### src/rtl/arq_tx_scheduler_if.sv
// Signal bundle between the ARQ frame scheduler and its mapper/transmitter neighbours.
// The master modport is the scheduler side. dbg_state mirrors the scheduler FSM state for checkers.
interface arq_tx_scheduler_if;
  // Handshake: the mapper holds i_frame_pending high until it sees the one-cycle o_frame_launch.
  // A launch only happens while i_enable and i_tx_idle are also high, so a pending frame is never dropped.
  // ACK/replay are transmitter events: i_tx_send_complete is a pulse and i_tx_read_line is a level
  // whose rising edges count as replays. o_tx_flush is a pulse that returns the transmitter to idle.
  logic        i_enable;
  logic        i_arq_en;
  logic        i_frame_pending;
  logic        o_frame_launch;
  logic        i_tx_idle;
  logic        i_tx_send_complete;
  logic        i_tx_read_line;
  logic        o_tx_flush;
  logic        o_busy;
  logic        o_frame_ok;
  logic        o_frame_fail;
  logic [1:0]  o_fail_cause;
  logic [3:0]  o_retry_count;
  logic [15:0] o_good_frames;
  logic [15:0] o_bad_frames;
  logic [2:0]  dbg_state;

  modport master (
    input  i_enable, i_arq_en, i_frame_pending, i_tx_idle, i_tx_send_complete, i_tx_read_line,
    output o_frame_launch, o_tx_flush, o_busy, o_frame_ok, o_frame_fail, o_fail_cause,
           o_retry_count, o_good_frames, o_bad_frames, dbg_state
  );

  modport slave (
    output i_enable, i_arq_en, i_frame_pending, i_tx_idle, i_tx_send_complete, i_tx_read_line,
    input  o_frame_launch, o_tx_flush, o_busy, o_frame_ok, o_frame_fail, o_fail_cause,
           o_retry_count, o_good_frames, o_bad_frames, dbg_state
  );
endinterface

### src/rtl/arq_tx_scheduler.sv
// Frame-level sequencer for the ARQ serial sender: launches frames, counts replays,
// enforces retry limit / ACK timeout, flushes the transmitter on failure, keeps frame statistics.
module arq_tx_scheduler #(
    parameter int MAX_RETRY       = 4,
    parameter int ACK_TIMEOUT_CYC = 2000000,
    parameter int GAP_CYC         = 16,
    parameter int TMR_W           = 24
) (
    input  logic                i_clk,
    input  logic                i_rst,
    arq_tx_scheduler_if.master  bus
);

    typedef enum logic [2:0] {
        S_IDLE   = 3'd0,
        S_LAUNCH = 3'd1,
        S_START  = 3'd2,
        S_ACTIVE = 3'd3,
        S_OK     = 3'd4,
        S_FAIL   = 3'd5,
        S_GAP    = 3'd6
    } state_t;

    localparam int GAP_LAST = (GAP_CYC == 0) ? 0 : GAP_CYC - 1;
    localparam int GAP_W    = (GAP_CYC > 2) ? $clog2(GAP_CYC) : 1;

    state_t             state, state_nxt;
    logic [TMR_W-1:0]   timer;
    logic [GAP_W-1:0]   gap_cnt;
    logic [3:0]         retry_count;
    logic [1:0]         fail_cause, cause_nxt;
    logic [15:0]        good_frames, bad_frames;
    logic               arq_mode;
    logic               rl_prev;
    logic               rl_edge, timeout, retry_at_max, gap_last;

    // Replay edges are only meaningful while a frame is in flight; a level already high on entry is ignored.
    assign rl_edge      = bus.i_tx_read_line & ~rl_prev & (state == S_ACTIVE);
    assign timeout      = (timer == TMR_W'(ACK_TIMEOUT_CYC - 1));
    assign retry_at_max = (retry_count == 4'(MAX_RETRY));
    assign gap_last     = (gap_cnt == GAP_W'(GAP_LAST));

    always_ff @(posedge i_clk) begin
        if (i_rst) state <= S_IDLE;
        else       state <= state_nxt;
    end

    always_comb begin
        state_nxt = state;
        cause_nxt = 2'b00;
        case (state)
            S_IDLE: begin
                if (bus.i_enable && bus.i_frame_pending && bus.i_tx_idle) state_nxt = S_LAUNCH;
            end
            S_LAUNCH: state_nxt = S_START;
            S_START: begin
                if (!bus.i_tx_idle) begin
                    state_nxt = S_ACTIVE;
                end else if (timeout) begin
                    state_nxt = S_FAIL;
                    cause_nxt = 2'b10;
                end
            end
            S_ACTIVE: begin
                if (bus.i_tx_send_complete) begin
                    state_nxt = S_OK;
                end else if (rl_edge) begin
                    if (retry_at_max) begin
                        state_nxt = S_FAIL;
                        cause_nxt = 2'b01;
                    end
                end else if (bus.i_tx_idle) begin
                    state_nxt = arq_mode ? S_FAIL : S_OK;
                    cause_nxt = arq_mode ? 2'b11 : 2'b00;
                end else if (timeout) begin
                    state_nxt = S_FAIL;
                    cause_nxt = 2'b10;
                end
            end
            S_OK, S_FAIL: state_nxt = S_GAP;
            S_GAP: begin
                if (gap_last) state_nxt = S_IDLE;
            end
            default: state_nxt = S_IDLE;
        endcase
    end

    always_ff @(posedge i_clk) begin
        if (i_rst) begin
            timer       <= '0;
            gap_cnt     <= '0;
            retry_count <= '0;
            fail_cause  <= '0;
            good_frames <= '0;
            bad_frames  <= '0;
            arq_mode    <= 1'b0;
            rl_prev     <= 1'b0;
        end else begin
            rl_prev <= bus.i_tx_read_line;
            case (state)
                S_LAUNCH: begin
                    arq_mode    <= bus.i_arq_en;
                    retry_count <= '0;
                    timer       <= '0;
                    fail_cause  <= '0;
                end
                S_START: timer <= bus.i_tx_idle ? timer + 1'b1 : '0;
                S_ACTIVE: begin
                    if (!bus.i_tx_send_complete && rl_edge && !retry_at_max) begin
                        retry_count <= retry_count + 1'b1;
                        timer       <= '0;
                    end else begin
                        timer <= timer + 1'b1;
                    end
                end
                S_OK: begin
                    gap_cnt <= '0;
                    if (good_frames != 16'hFFFF) good_frames <= good_frames + 1'b1;
                end
                S_FAIL: begin
                    gap_cnt <= '0;
                    if (bad_frames != 16'hFFFF) bad_frames <= bad_frames + 1'b1;
                end
                S_GAP: gap_cnt <= gap_cnt + 1'b1;
                default: ;
            endcase
            if (state_nxt == S_FAIL && state != S_FAIL) fail_cause <= cause_nxt;
        end
    end

    // Pulses decode directly from the state flop and are held low while reset is asserted.
    always_comb begin
        bus.o_frame_launch = (state == S_LAUNCH) && !i_rst;
        bus.o_frame_ok     = (state == S_OK)     && !i_rst;
        bus.o_frame_fail   = (state == S_FAIL)   && !i_rst;
        bus.o_tx_flush     = (state == S_FAIL)   && !i_rst;
        bus.o_busy         = (state != S_IDLE);
        bus.dbg_state      = state;
    end

    assign bus.o_fail_cause  = fail_cause;
    assign bus.o_retry_count = retry_count;
    assign bus.o_good_frames = good_frames;
    assign bus.o_bad_frames  = bad_frames;

endmodule

### src/flat_wrapper.sv
// flat-port wrapper written by rule: the top's interface ports become plain ports
module arq_tx_scheduler_flat 
#(
    parameter int MAX_RETRY       = 4,
    parameter int ACK_TIMEOUT_CYC = 2000000,
    parameter int GAP_CYC         = 16,
    parameter int TMR_W           = 24
)
  (i_clk, i_rst, bus_i_enable, bus_i_arq_en, bus_i_frame_pending, bus_i_tx_idle, bus_i_tx_send_complete, bus_i_tx_read_line, bus_o_frame_launch, bus_o_tx_flush, bus_o_busy, bus_o_frame_ok, bus_o_frame_fail, bus_o_fail_cause, bus_o_retry_count, bus_o_good_frames, bus_o_bad_frames, bus_dbg_state);
  arq_tx_scheduler_if bus_i ();
  input  logic i_clk;
  input  logic i_rst;
  input wire logic [$bits(bus_i.i_enable)-1:0] bus_i_enable;
  input wire logic [$bits(bus_i.i_arq_en)-1:0] bus_i_arq_en;
  input wire logic [$bits(bus_i.i_frame_pending)-1:0] bus_i_frame_pending;
  input wire logic [$bits(bus_i.i_tx_idle)-1:0] bus_i_tx_idle;
  input wire logic [$bits(bus_i.i_tx_send_complete)-1:0] bus_i_tx_send_complete;
  input wire logic [$bits(bus_i.i_tx_read_line)-1:0] bus_i_tx_read_line;
  output wire logic [$bits(bus_i.o_frame_launch)-1:0] bus_o_frame_launch;
  output wire logic [$bits(bus_i.o_tx_flush)-1:0] bus_o_tx_flush;
  output wire logic [$bits(bus_i.o_busy)-1:0] bus_o_busy;
  output wire logic [$bits(bus_i.o_frame_ok)-1:0] bus_o_frame_ok;
  output wire logic [$bits(bus_i.o_frame_fail)-1:0] bus_o_frame_fail;
  output wire logic [$bits(bus_i.o_fail_cause)-1:0] bus_o_fail_cause;
  output wire logic [$bits(bus_i.o_retry_count)-1:0] bus_o_retry_count;
  output wire logic [$bits(bus_i.o_good_frames)-1:0] bus_o_good_frames;
  output wire logic [$bits(bus_i.o_bad_frames)-1:0] bus_o_bad_frames;
  output wire logic [$bits(bus_i.dbg_state)-1:0] bus_dbg_state;
  assign bus_i.i_enable = bus_i_enable;
  assign bus_i.i_arq_en = bus_i_arq_en;
  assign bus_i.i_frame_pending = bus_i_frame_pending;
  assign bus_i.i_tx_idle = bus_i_tx_idle;
  assign bus_i.i_tx_send_complete = bus_i_tx_send_complete;
  assign bus_i.i_tx_read_line = bus_i_tx_read_line;
  assign bus_o_frame_launch = bus_i.o_frame_launch;
  assign bus_o_tx_flush = bus_i.o_tx_flush;
  assign bus_o_busy = bus_i.o_busy;
  assign bus_o_frame_ok = bus_i.o_frame_ok;
  assign bus_o_frame_fail = bus_i.o_frame_fail;
  assign bus_o_fail_cause = bus_i.o_fail_cause;
  assign bus_o_retry_count = bus_i.o_retry_count;
  assign bus_o_good_frames = bus_i.o_good_frames;
  assign bus_o_bad_frames = bus_i.o_bad_frames;
  assign bus_dbg_state = bus_i.dbg_state;
  arq_tx_scheduler #(.MAX_RETRY(MAX_RETRY), .ACK_TIMEOUT_CYC(ACK_TIMEOUT_CYC), .GAP_CYC(GAP_CYC), .TMR_W(TMR_W)) u_core (.i_clk(i_clk), .i_rst(i_rst), .bus(bus_i));
endmodule
### config.mk
export PLATFORM = sky130hd
export DESIGN_NAME = arq_tx_scheduler_flat
export DESIGN_NICKNAME = d
export VERILOG_FILES = /design/src/rtl/arq_tx_scheduler_if.sv /design/src/rtl/arq_tx_scheduler.sv /design/src/flat_wrapper.sv
export SDC_FILE = /design/constraint.sdc
export NUM_CORES = 1
export LEC_CHECK = 0
export ABC_AREA = 0
export ABC_CLOCK_PERIOD_IN_PS = 6100
export CAP_MARGIN = 20
export CELL_PAD_IN_SITES_DETAIL_PLACEMENT = 1
export CELL_PAD_IN_SITES_GLOBAL_PLACEMENT = 1
export CORE_ASPECT_RATIO = 0.5
export CORE_MARGIN = 5
export CORE_UTILIZATION = 43
export DETAILED_ROUTE_END_ITERATION = 8
export PLACE_DENSITY = 0.93
export SYNTH_ARGS = -nofsm -noshare
export SYNTH_HDL_FRONTEND = slang
export SYNTH_SLANG_ARGS = --single-unit
### constraint.sdc
create_clock -name i_clk -period 6.1 [get_ports i_clk]
set_input_delay 0.915 -clock i_clk [delete_from_list [all_inputs] [get_ports i_clk]]
set_output_delay 0.915 -clock i_clk [all_outputs]
set_load 0.05 [all_outputs]
Yosys cells after proc, flatten, opt, wreduce, memory -nomap -nowiden
Cells that the tools add are included.
{"block": "totals", "elab_cells": 78, "register_bits": 71, "out_inout_bits": 46}
{"block": "classes", "add_sub_neg": 5, "reduce_logical": 21, "n_mux": 26, "eq_ne": 14, "bitwise": 3}
{"cell": "case mux 24 bit (3 select lines)", "count": 1}
{"cell": "2-to-1 mux 24 bit", "count": 2}
{"cell": "adder 16 x 1 -> 16 bit (second input constant)", "count": 2}
{"cell": "inequality test 16 bit (second input constant)", "count": 2}
{"cell": "adder 24 x 1 -> 24 bit (second input constant)", "count": 1}
{"cell": "equality test 24 x 21 -> 1 bit (second input constant)", "count": 1}
{"cell": "2-to-1 mux 3 bit", "count": 8}
{"cell": "case mux 3 bit (6 select lines)", "count": 1}
{"cell": "2-to-1 mux 2 bit", "count": 8}
{"cell": "case mux 4 bit (2 select lines)", "count": 2}
{"cell": "equality test 3 bit (second input constant)", "count": 4}
{"cell": "adder 4 x 1 -> 4 bit (second input constant)", "count": 2}
{"cell": "logical AND 1 bit", "count": 8}
{"cell": "equality test 3 x 2 -> 1 bit (second input constant)", "count": 2}
{"cell": "AND reduction 2 bit", "count": 3}
{"cell": "nonzero test 2 bit", "count": 3}
{"cell": "nonzero test 3 bit", "count": 2}
{"cell": "equality test 4 x 3 -> 1 bit (second input constant)", "count": 1}
{"cell": "equality test 4 bit (second input constant)", "count": 1}
{"cell": "2-to-1 mux 4 bit", "count": 1}
{"cell": "case mux 2 bit (2 select lines)", "count": 1}
{"cell": "equality test 3 x 1 -> 1 bit (second input constant)", "count": 1}
{"cell": "zero test 1 bit", "count": 3}
{"cell": "zero test 3 bit", "count": 1}
{"cell": "6 further kinds", "count": 8}

Longest topological paths before layout
{"block": "logic_depth", "ltp_word": 9, "ltp_mapped": 9, "mapped_depth_nobuf": 8}

Worst setup path after synthesis
No wires, ideal clock.
{"block": "synth_path", "path_type": "input to output", "start": "input port i_rst", "end": "output port bus_o_tx_flush", "path_stages": 4, "slack_ns": 2.441, "n_path_buf": 3, "t_arrival_ns": 2.744, "cell_sequence": "buf_6 -> clkbuf_1 -> nor3_1 -> buf_4"}
{"block": "synth_between", "elab_chain_cells": 2}
{"item": "from (decl)", "line": "flat_wrapper.sv:12", "text": "input logic i_rst;"}
{"item": "zero test 1 bit"}
{"item": "logical AND 1 bit"}
{"item": "to (decl)", "line": "flat_wrapper.sv:20", "text": "output wire logic [$bits(bus_i.o_tx_flush)-1:0] bus_o_tx_flush;"}
Every way passes these cells.

Worst setup path in the final report
{"block": "layout_path", "start": "register u_core.state[2] (netlist: u_core.bus.dbg_state[2])", "end": "output port bus_o_tx_flush"}
{"block": "layout_between", "elab_chain_cells": 2}
{"item": "from (decl)", "line": "arq_tx_scheduler.sv:27", "text": "state_t state, state_nxt;"}
{"item": "from (signal assigned)", "line": "arq_tx_scheduler.sv:45", "text": "else state <= state_nxt;"}
{"item": "equality test 3 bit", "line": "arq_tx_scheduler.sv:136", "text": "bus.o_tx_flush = (state == S_FAIL) && !i_rst;"}
{"item": "logical AND 1 bit", "line": "arq_tx_scheduler.sv:136"}
Every way passes these cells.

==> impl_results.md <==
- R2R depth: 6
- DR pass1 iterations: 4
- Setup TNS: 0 ns
- Max Slew Vio Count: 0
- Placer congestion estimate: 0.789
- Fillers: 979
- Worst r2r src: u_core.bus.dbg_state[2]$_SDFF_PP0_
- Htree depth: 3
- Crit Path Category: reg -> out
- Reg2Reg Setup Slack: 3.34 ns
- Worst path required time: 5.18 ns
- Fin area: 4650 um2
- Worst slew pin tran: 0.877 ns
- Share of cells above drive strength 1: 7.48%
- CTS tree: done
- Nets@finish: 517
- Lkg Pwr: 1.56 nW
- Most common cell after layout, fill and taps aside: nor2_1
- Clock-pin slew on the worst setup and hold paths: 0.06 ns
- Sinks on Clock Net: 71
- Final setup viols: 0
- CP delay by family, top: buffers and inverters
- DR WL/cell: 17.2 um
- Power Density: 262 nW/um2
- Critical path's largest stage delay: 0.89 ns
- Worst hold-check path type: reg -> reg
- Worst-path maximum fanout: 21
- Total Wirelength: 10,600 um
- Final period util: 59.3%
- Std cell rows: 23
- Worst-case clock skew: 0.00625 ns
- GR Overflow Total: 0
- Critical path buffers and inverters: 2
- Horiz. Die Dim: 141 um
- Hold buffers post-CTS: 0
- Vias in the first global route: 3,625
- Inserted Diodes: 0
- Register area: 1420 um2
- CP cell instances: inv_1, nor3_1, clkdlybuf4s50_1
- Syn avg cell area: 8.04 um2
- Worst slew margin: 41.3%
- Hold Startpoint: u_core.bus.o_fail_cause[0]$_SDFFE_PP0P_
- Area contributors post-synth: dfxtp_1 (39%), nor2_1 (7.3%), xor2_1 (5.9%)
- Die Ht: 75.5 um
- Util after Layout: 56.9%
- Max-Cap Viols: 0
- Routed Antenna Nets: 0
- DRC: 0
- Vias: 3,639
- Multi-input logic area: 2130 um2
- PostCTS Resize Cnt: 0
- Setup crit end kind: output port
- Core ar.: 8170 um2
- Cell Area, Placed: 4270 um2
- Antenna violations before repair: 0
- Syn Nets: 473
- Final Hold Vio Count: 0
- RSZ-0062 raised after global routing: false
- Syn Inst Count: 459
- IO Count: 54
- Worst hold stages: 2
- FF+latch count, synth: 71
- Post-synth top flop: dfxtp_1
- Tot GR Track Use: 20.6%
- CTS Buffer Depth: 2
- Crit-path slowest cell: clkdlybuf4s50_1
- Most frequent cells in the layout: nor2_1 (72), dfxtp_1 (71), nand2_1 (52), clkdlybuf4s50_1 (52), a21oi_1 (35)
- Starting Density: 45.1%
- Port-buffer cells: 53
- Worst EP arrival: 2.70 ns
- Synth warnings: 0
- Mapped Area: 3690 um2
- Fmax: 0.276 GHz
- Root buf cell: clkbuf_16
- Async SR Flop Fraction: 0%
- Vias per cell: 5.87
- Final HPWL DP: 6870 um
- Yosys top cell area share: 38.5%
- Area growth from synthesis to layout: 26.0%
- Tmin final: 3.62 ns
- Pin count of the biggest net entering global routing: 69
- RR Endpoint: u_core.timer[19]$_SDFFE_PP0P_
- Initial DRC count: 208
- Peak supply drop: 137 uV
- Worst-skew pair later-pin latency: 0.34 ns
- First-pass GRT wire length: 17,800 um
- CTS Buf Count: 9
- Post-synthesis cell type count: 60
- Status: finished, final reports clean
- EDFF count, synth: 0
- Yosys top cell by area: dfxtp_1
- Die area: 10,600 um2
- Worst Hold End: u_core.bus.o_fail_cause[0]$_SDFFE_PP0P_
- Setup Buffers After CTS: 0
- Crit path launch type: flip-flop
- Seq/Total Area, Yosys: 38.5%
how the worst max path moves through the flow:
stage,from,endpoint,slack (ns),depth (start not counted)
finish,u_core.bus.dbg_state[2]$_SDFF_PP0_,bus_o_tx_flush,2.48,3
global route,u_core.bus.dbg_state[2]$_SDFF_PP0_,bus_o_tx_flush,2.34,3
CTS,u_core.bus.dbg_state[2]$_SDFF_PP0_,bus_o_tx_flush,2.47,3
detailed placement,i_rst,bus_o_frame_ok,2.66,4
global placement,i_rst,bus_o_frame_ok,2.68,4
floorplan,i_rst,bus_o_tx_flush,2.44,4
synthesized netlist by cell type, types with 2 or more instances:
| library cell | instances |
|---|---|
| nand3_1 | 14 |
| a31oi_1 | 7 |
| nand4bb_1 | 2 |
| nand2_1 | 52 |
| a311oi_1 | 7 |
| nor2_1 | 72 |
| xor2_1 | 25 |
| and3_1 | 4 |
| or3_1 | 9 |
| nor4_1 | 2 |
| buf_1 | 2 |
| buf_4 | 2 |
| o211a_1 | 2 |
| a21o_1 | 3 |
| nand3b_1 | 2 |
| nand4_1 | 17 |
| clkbuf_1 | 11 |
| xnor2_1 | 6 |
| or2_2 | 2 |
| and2_1 | 4 |
| and4_1 | 8 |
| nor3_1 | 12 |
| nor4_2 | 4 |
| buf_2 | 7 |
| a22oi_1 | 3 |
| nand4b_1 | 2 |
| o211ai_1 | 2 |
| dfxtp_1 | 71 |
| o21ai_0 | 25 |
| a21oi_1 | 35 |
| ha_1 | 6 |
| nand2b_1 | 2 |
| inv_1 | 6 |
| nor2b_1 | 3 |
| or4_1 | 3 |
report_power, final:
part | internal (mW) | switching [mW] | total, mW
sequential | 0.467 | 0.00764 | 0.474
combinational | 0.0249 | 0.0532 | 0.0781
clock | 0.463 | 0.202 | 0.665
per-stage QoR:
stage	instances	hold WS (ns)	power [mW]	worst slack [ns]
after floorplan	459	0.453	0.537	2.44
after global placement	604	0.451	0.559	2.68
after detailed placement	604	0.487	0.561	2.66
after CTS	620	0.496	1.23	2.47
after global routing	620	0.516	1.26	2.34
final	620	0.485	1.22	2.48
flip-flops by register name (all words and copies together), names as in the netlist:
register and cells:
u_core.bus.o_retry_count 4, u_core.bus.o_fail_cause 2, u_core.gap_cnt 4, u_core.bus.o_good_frames 16, u_core.rl_prev 1, u_core.bus.dbg_state 3, u_core.arq_mode 1, u_core.timer 24
u_core.bus.o_bad_frames 16
logic make-up (layout without fill, tap and decap cells):
family                     after synthesis  after routing  share of synthesized area, %
xor gates and xnor gates                31             31                          7.36
muxes                                    1              1                         0.271
DFF                                     71             71                          38.5
AOI/OAI and AO/OA                       96             96                          16.2
buffers and inverters                   29             78                          3.60
adders and majority gates                6              6                          2.04
and+or+nand+nor                        225            225                          32.0
routing by layer:
metal  share of wire, %  GRT usage (%)
met3                4.3           5.33
met5                  0              0
met4                1.9           7.09
met2                 49           37.3
met1                 44           24.4
worst reg2reg max path, delay by kind of cell, from the launching register on:
family           cells  cell delay (ns)
flip-flops           1             0.81
AO/OA/AOI/OAI        2             0.95
AND/OR/NAND/NOR      4             0.92
final cells by class:
class / count / area share [%]
clock buffer: 11 / 5.44
clock inverter: 5 / 2.75
inverter: 6 / 0.485
multi-input combinational: 359 / 45.9
sequential: 71 / 30.6
tap: 112 / 3.02
timing repair buffer: 56 / 11.8
Note: power is estimated with default switching activity, not from simulation.
